File: src/rtl/pp_sequencer.sv
// Initiator side of the neuron potential-processing handshake: issues one
// start_pp* per time unit, collects per-neuron completions, and runs WTA.
module pp_sequencer #(
  parameter int N     = 8,
  parameter int W     = 32,
  parameter int T_SIM = 350,
  parameter int TU_W  = 9,
  localparam int IDW  = (N > 1) ? $clog2(N) : 1
) (
  input  logic             clk,
  input  logic             rst_n,
  input  logic             img_start,
  input  logic             learn_en,
  input  logic             in_active,
  input  logic [N-1:0]     valid_pp1,
  input  logic [N-1:0]     valid_pp2,
  input  logic [N-1:0]     valid_pp3m,
  input  logic [N-1:0]     valid_pp3,
  input  logic [N-1:0]     spike_pp,
  input  logic [N*W-1:0]   potential,
  output logic             start_core_img,
  output logic             start_pp1,
  output logic             start_pp2,
  output logic             start_pp3,
  output logic             start_pp3m,
  output logic [N-1:0]     won_lost_hold,
  output logic             TU_incre,
  output logic [TU_W-1:0]  tu_count,
  output logic [N-1:0]     spike_out,
  output logic [IDW-1:0]   winner_id,
  output logic             img_done,
  output logic [2:0]       state_dbg
);

  typedef enum logic [2:0] {
    IDLE    = 3'd0,
    ISSUE   = 3'd1,
    WAIT_P  = 3'd2,
    ARGMAX  = 3'd3,
    ISSUE_M = 3'd4,
    WAIT_3  = 3'd5,
    TU_END  = 3'd6
  } state_t;

  typedef enum logic [1:0] {
    K_P1 = 2'd0,
    K_P2 = 2'd1,
    K_P3 = 2'd2
  } kind_t;

  state_t                state, state_nx;
  kind_t                 kind;
  logic                  learn;
  logic [N-1:0]          mask;
  logic [N-1:0]          vsel;
  logic [N-1:0]          mask_acc;
  logic [N-1:0]          mask3_acc;
  logic [N-1:0]          spk_cap;
  logic [IDW-1:0]        arg_idx;
  logic [IDW-1:0]        best_idx;
  logic signed [W-1:0]   best;
  logic signed [W-1:0]   cand;
  logic                  last_tu;
  logic                  arg_last;

  assign state_dbg = state;
  assign last_tu   = (tu_count == TU_W'(T_SIM - 1));
  assign arg_last  = (arg_idx == IDW'(N - 1));
  assign cand      = $signed(potential[int'(arg_idx)*W +: W]);

  always_ff @(posedge clk or negedge rst_n) begin
    if (!rst_n) state <= IDLE;
    else        state <= state_nx;
  end

  // Completion uses this cycle's valids too, so the last responder is not delayed.
  always_comb begin
    vsel      = '0;
    state_nx  = state;
    case (kind)
      K_P1:    vsel = valid_pp1;
      K_P2:    vsel = valid_pp2;
      default: vsel = valid_pp3m;
    endcase
    mask_acc  = mask | vsel;
    mask3_acc = mask | valid_pp3;
    case (state)
      IDLE:    if (img_start) state_nx = ISSUE;
      ISSUE:   state_nx = WAIT_P;
      WAIT_P:  if (&mask_acc) state_nx = (kind == K_P3) ? ARGMAX : TU_END;
      ARGMAX:  if (arg_last) state_nx = ISSUE_M;
      ISSUE_M: state_nx = WAIT_3;
      WAIT_3:  if (&mask3_acc) state_nx = TU_END;
      TU_END:  state_nx = last_tu ? IDLE : ISSUE;
      default: state_nx = IDLE;
    endcase
  end

  always_ff @(posedge clk or negedge rst_n) begin
    if (!rst_n) begin
      start_core_img <= 1'b0;
      start_pp1      <= 1'b0;
      start_pp2      <= 1'b0;
      start_pp3      <= 1'b0;
      start_pp3m     <= 1'b0;
      won_lost_hold  <= '0;
      TU_incre       <= 1'b0;
      tu_count       <= '0;
      spike_out      <= '0;
      winner_id      <= '0;
      img_done       <= 1'b0;
      kind           <= K_P1;
      learn          <= 1'b0;
      mask           <= '0;
      spk_cap        <= '0;
      arg_idx        <= '0;
      best_idx       <= '0;
      best           <= '0;
    end else begin
      start_core_img <= 1'b0;
      start_pp1      <= 1'b0;
      start_pp2      <= 1'b0;
      start_pp3      <= 1'b0;
      start_pp3m     <= 1'b0;
      TU_incre       <= 1'b0;
      img_done       <= 1'b0;
      case (state)
        IDLE: begin
          if (img_start) begin
            start_core_img <= 1'b1;
            learn          <= learn_en;
            tu_count       <= '0;
          end
        end
        ISSUE: begin
          mask    <= '0;
          spk_cap <= '0;
          arg_idx <= '0;
          if (!in_active) begin
            kind      <= K_P1;
            start_pp1 <= 1'b1;
          end else if (!learn) begin
            kind      <= K_P2;
            start_pp2 <= 1'b1;
          end else begin
            kind      <= K_P3;
            start_pp3 <= 1'b1;
          end
        end
        WAIT_P: begin
          mask <= mask_acc;
          if (kind == K_P2) begin
            for (int i = 0; i < N; i++)
              if (valid_pp2[i]) spk_cap[i] <= spike_pp[i];
          end
        end
        ARGMAX: begin
          // Strict greater-than keeps the lowest index on ties.
          arg_idx <= arg_idx + IDW'(1);
          if (arg_idx == '0 || cand > best) begin
            best     <= cand;
            best_idx <= arg_idx;
          end
        end
        ISSUE_M: begin
          won_lost_hold <= N'(1) << best_idx;
          start_pp3m    <= 1'b1;
          mask          <= '0;
          winner_id     <= best_idx;
        end
        WAIT_3: begin
          mask <= mask3_acc;
          for (int i = 0; i < N; i++)
            if (valid_pp3[i]) spk_cap[i] <= spike_pp[i];
          if (&mask3_acc) won_lost_hold <= '0;
        end
        TU_END: begin
          spike_out <= spk_cap;
          TU_incre  <= 1'b1;
          if (last_tu) img_done <= 1'b1;
          else         tu_count <= tu_count + TU_W'(1);
        end
        default: ;
      endcase
    end
  end

endmodule

File: config.mk
export PLATFORM = sky130hd
export DESIGN_NAME = pp_sequencer
export DESIGN_NICKNAME = d
export VERILOG_FILES = /design/src/rtl/pp_sequencer.sv
export SDC_FILE = /design/constraint.sdc
export NUM_CORES = 1
export LEC_CHECK = 0
export CAP_MARGIN = 10
export CORE_AREA = 3 3 132 134
export CTS_BUF_LIST = sky130_fd_sc_hd__clkbuf_4 sky130_fd_sc_hd__clkbuf_8
export DETAILED_ROUTE_END_ITERATION = 16
export DIE_AREA = 0 0 135 137
export MAX_ROUTING_LAYER = met4
export PLACE_DENSITY = 0.83
export SLEW_MARGIN = 10
export SYNTH_ARGS = -nofsm -noshare
export SYNTH_HDL_FRONTEND = slang
export SYNTH_SLANG_ARGS = --single-unit
File: constraint.sdc
create_clock -name clk -period 6.05 [get_ports clk]
set_clock_uncertainty 0.1 [all_clocks]
set_input_delay 1.21 -clock clk [delete_from_list [all_inputs] [get_ports clk]]
set_output_delay 1.21 -clock clk [all_outputs]
set_load 0.005 [all_outputs]
==> flow_summary.json <==
{
  "status": "finished clean",
  "drive_gt1_share_pct": 15.1,
  "power_density_nw_per_um2": 355,
  "grt_pass1_wl_um": 36700,
  "post-cts-setup-buffers": 0,
  "multi_input_area_um2": 4310,
  "crit_slowest_cell": "dfrtp_4",
  "rr_startpoint": "arg_idx[0]$_DFFE_PN0P_",
  "maxSlewViolCount": 0,
  "cts_max_path_buffers": 2,
  "crit_cells": 12,
  "leakage_uw": 0.00441,
  "timing.final.crit_share_pct": 74.9,
  "worstPathArrival_ns": 4.69,
  "first_pass_iters": 5,
  "drcViolationCount": 0,
  "crit_family": "flip-flops",
  "netlist_area_um2": 7020,
  "stdcell_area_um2": 10800,
  "r2r_cells": 12,
  "cts-root-buf": "clkbuf_8",
  "antenna_found_initial": 4,
  "worstSetupEndpointType": "flop",
  "synthArstFlopShare_pct": 100,
  "h-tree-depth": 3,
  "crit_path_end": "best[7]$_DFFE_PN0P_",
  "postCtsHoldBufs": 0,
  "finalHoldViolations": 0,
  "first_global_vias": 7111,
  "cts.clk_slew.worst_paths_ns": 0.10,
  "crit_path_start": "arg_idx[0]$_DFFE_PN0P_",
  "crit_chain": "buf_4 -> mux4_2 -> nand2_1 -> nand2_1 -> ha_1 -> nand4_1 -> nor4_1 -> and2_1 -> a21oi_1 -> a211oi_4 -> buf_4 -> mux2_2",
  "cp_max_fo": 50,
  "dieArea_um2": 18500,
  "place_congestion": 0.880,
  "ant_nets": 0,
  "nFillCells": 1278,
  "overflow": 0,
  "vdd_drop_max_mv": 0.171,
  "crit_required_ns": 6.21,
  "ys_warn_count": 0,
  "drt_iter0_markers": 448,
  "wl_per_cell_um": 19.7,
  "grt_max_degree": 58,
  "cp-start-kind": "flop",
  "r2r_end": "best[7]$_DFFE_PN0P_",
  "maxSlewHeadroom_pct": 33.1,
  "placed_area_um2": 10600,
  "synth-edff-count": 0,
  "period_needed_ns": 4.53,
  "ff2ff_setup_slack_ns": 1.52,
  "yosysSeqAreaShare_pct": 33.9,
  "cts_made_buffers": 9,
  "regArea_um2": 2380,
  "place_inst": 1216,
  "core_um2": 16400,
  "routed_wl_um": 24300,
  "rsz0062_at_grt": "false",
  "tritoncts": "built",
  "ctsResizeCount": 0,
  "layout.cells.non_filler": 1236,
  "vias": 6765,
  "tightest_slew_ns": 0.997,
  "clock_latency_ns": 0.38,
  "portBuffers": 338,
  "cap_viol_max_count": 0,
  "min_delay_path_depth": 1,
  "avgSynthCellArea_um2": 10.2,
  "rows": 47,
  "avgViaCountPerCell": 5.47,
  "crit_buf_inv": 2,
  "area_growth_pct": 53.9,
  "worst_path_largest_cell_delay_ns": 1.03,
  "syn_inst": 685,
  "setup.worst_path.class": "flop to flop",
  "die_y_um": 137,
  "hold_class": "flop to flop",
  "io_pins": 339,
  "synth_ff_type": "dfrtp_1",
  "die_w_um": 135,
  "synth_nets": 1023,
  "initial_core_util_pct": 42.8,
  "fmax_mhz": 221,
  "tns_ns": 0,
  "setup_viol": 0,
  "yosys.cell_types.count": 49,
  "grt_usage_pct": 26.5,
  "fin_nets": 1345,
  "clkSinkCount": 95,
  "synth_seq_cells": 95,
  "hpwl_um": 20000
}
[area by class of cell]
class | count | share of cell area [%]
clock buffers | 9 | 1.15
well taps | 220 | 2.55
flip-flops and latches | 95 | 22.0
clock inverters | 7 | 0.799
diodes | 4 | 0.0926
repair buffers | 348 | 32.0
inverters | 43 | 1.49
multi-input cells | 510 | 39.9
[sequential cells by signal (all words and copies together), names as in the netlist]
name            cells
TU_incre            1
arg_idx             3
best               32
best_idx            3
img_done            1
kind                2
learn               1
mask                8
spike_out           8
spk_cap             8
start_core_img      1
start_pp1           1
start_pp2           1
start_pp3           1
start_pp3m          1
state_dbg           3
tu_count            9
winner_id           3
won_lost_hold       8
[synth_stat cells (8+ instances only)]
master	number	area (µm²)
nand3_1	10	50.1
o21ai_0	22	110
ha_1	37	463
a21oi_1	22	110
o22ai_1	11	68.8
mux4_2	64	1440
dfrtp_1	95	2380
nand2_1	177	664
inv_1	40	150
mux2_2	54	608
clkbuf_1	22	82.6
o221ai_1	15	131
a22oi_1	8	60.1
nor2_1	23	86.3
[power breakdown]
| group | total, µW | internal (µW) | leakage [µW] | switching, µW |
|---|---|---|---|---|
| Combinational | 2200 | 1200 | 0.00309 | 1010 |
| Clock | 451 | 201 | 0.000104 | 250 |
| Sequential | 1180 | 879 | 0.00122 | 299 |
| Total | 3830 | 2280 | 0.00441 | 1550 |
[layer usage]
metal | track usage [%] | wire, µm | vias up | share of wire [%]
met3 | 6.43 | 1840 | 51 | 7.6
met1 | 30.3 | 9180 | 3271 | 38
met2 | 45.1 | 12500 | 277 | 52
li1 | - | - | 3166 | -
met4 | 10.2 | 743 | 0 | 3.1
met5 | - | 0 | - | 0
[worst min path at each step]
stage,from,endpoint
floorplan,learn$_DFFE_PN0P_,start_pp2$_DFF_PN0_
global placement,spk_cap[3]$_DFFE_PN0P_,spike_out[3]$_DFFE_PN0P_
detailed placement,spk_cap[6]$_DFFE_PN0P_,spike_out[6]$_DFFE_PN0P_
CTS,spk_cap[7]$_DFFE_PN0P_,spike_out[7]$_DFFE_PN0P_
global route,spk_cap[7]$_DFFE_PN0P_,spike_out[7]$_DFFE_PN0P_
finish,learn$_DFFE_PN0P_,start_pp2$_DFF_PN0_
[stage by stage]
step / utilization [%] / setup slack [ns] / total power, µW / hold WS, ns
2_1_floorplan: - / 1.96 / 2650 / 0.333
3_3_place_gp: 64.5 / 1.31 / 3330 / 0.348
3_5_place_dp: 64.5 / 1.22 / 3400 / 0.354
4_1_cts: 65.8 / 1.41 / 3860 / 0.378
5_1_grt: 65.9 / 1.15 / 4180 / 0.401
6_report: 65.9 / 1.52 / 3830 / 0.375
[placed cells by master (no fill, tap or decap), drive strengths merged, types with 3 or more instances in the layout]
| cell | n |
|---|---|
| clkdlybuf4s50 | 337 |
| nand2 | 177 |
| dfrtp | 95 |
| mux4 | 64 |
| mux2 | 54 |
| inv | 44 |
| ha | 37 |
| o21ai | 24 |
| nor2 | 23 |
| a21oi | 22 |
| o221ai | 15 |
| o22ai | 11 |
| buf | 11 |
| nand3 | 10 |
| clkbuf | 9 |
| a22oi | 8 |
| nand4 | 7 |
| nor3 | 5 |
| diode | 4 |
| mux2i | 4 |
| o41ai | 4 |
| or3 | 4 |
| clkinv | 4 |
| and3 | 3 |
| nor4 | 3 |
| and2 | 3 |
| o211ai | 3 |
| a31oi | 3 |
[worst register-to-register path: stages, from the launching register on]
cell and delay [ns]:
dfrtp_4 1.03, buf_4 0.40, mux4_2 0.53, nand2_1 0.08, nand2_1 0.11, ha_1 0.31
nand4_1 0.16, nor4_1 0.37, and2_1 0.21, a21oi_1 0.12, a211oi_4 0.26, buf_4 0.35
mux2_2 0.39
[cells by family (layout without fill, tap and decap cells)]
logic type,Yosys count,in the layout,synth area share [%]
AO/OA/AOI/OAI,101,101,9.73
XOR/XNOR,3,3,0.374
adder cells (fa/ha/maj),37,37,6.59
buffers and inverters,80,407,4.72
flip-flops,95,95,33.9
multiplexers,122,122,29.8
other,0,4,0
AND/OR/NAND/NOR,247,247,15.0
Note: power is estimated with default switching activity, not from simulation.
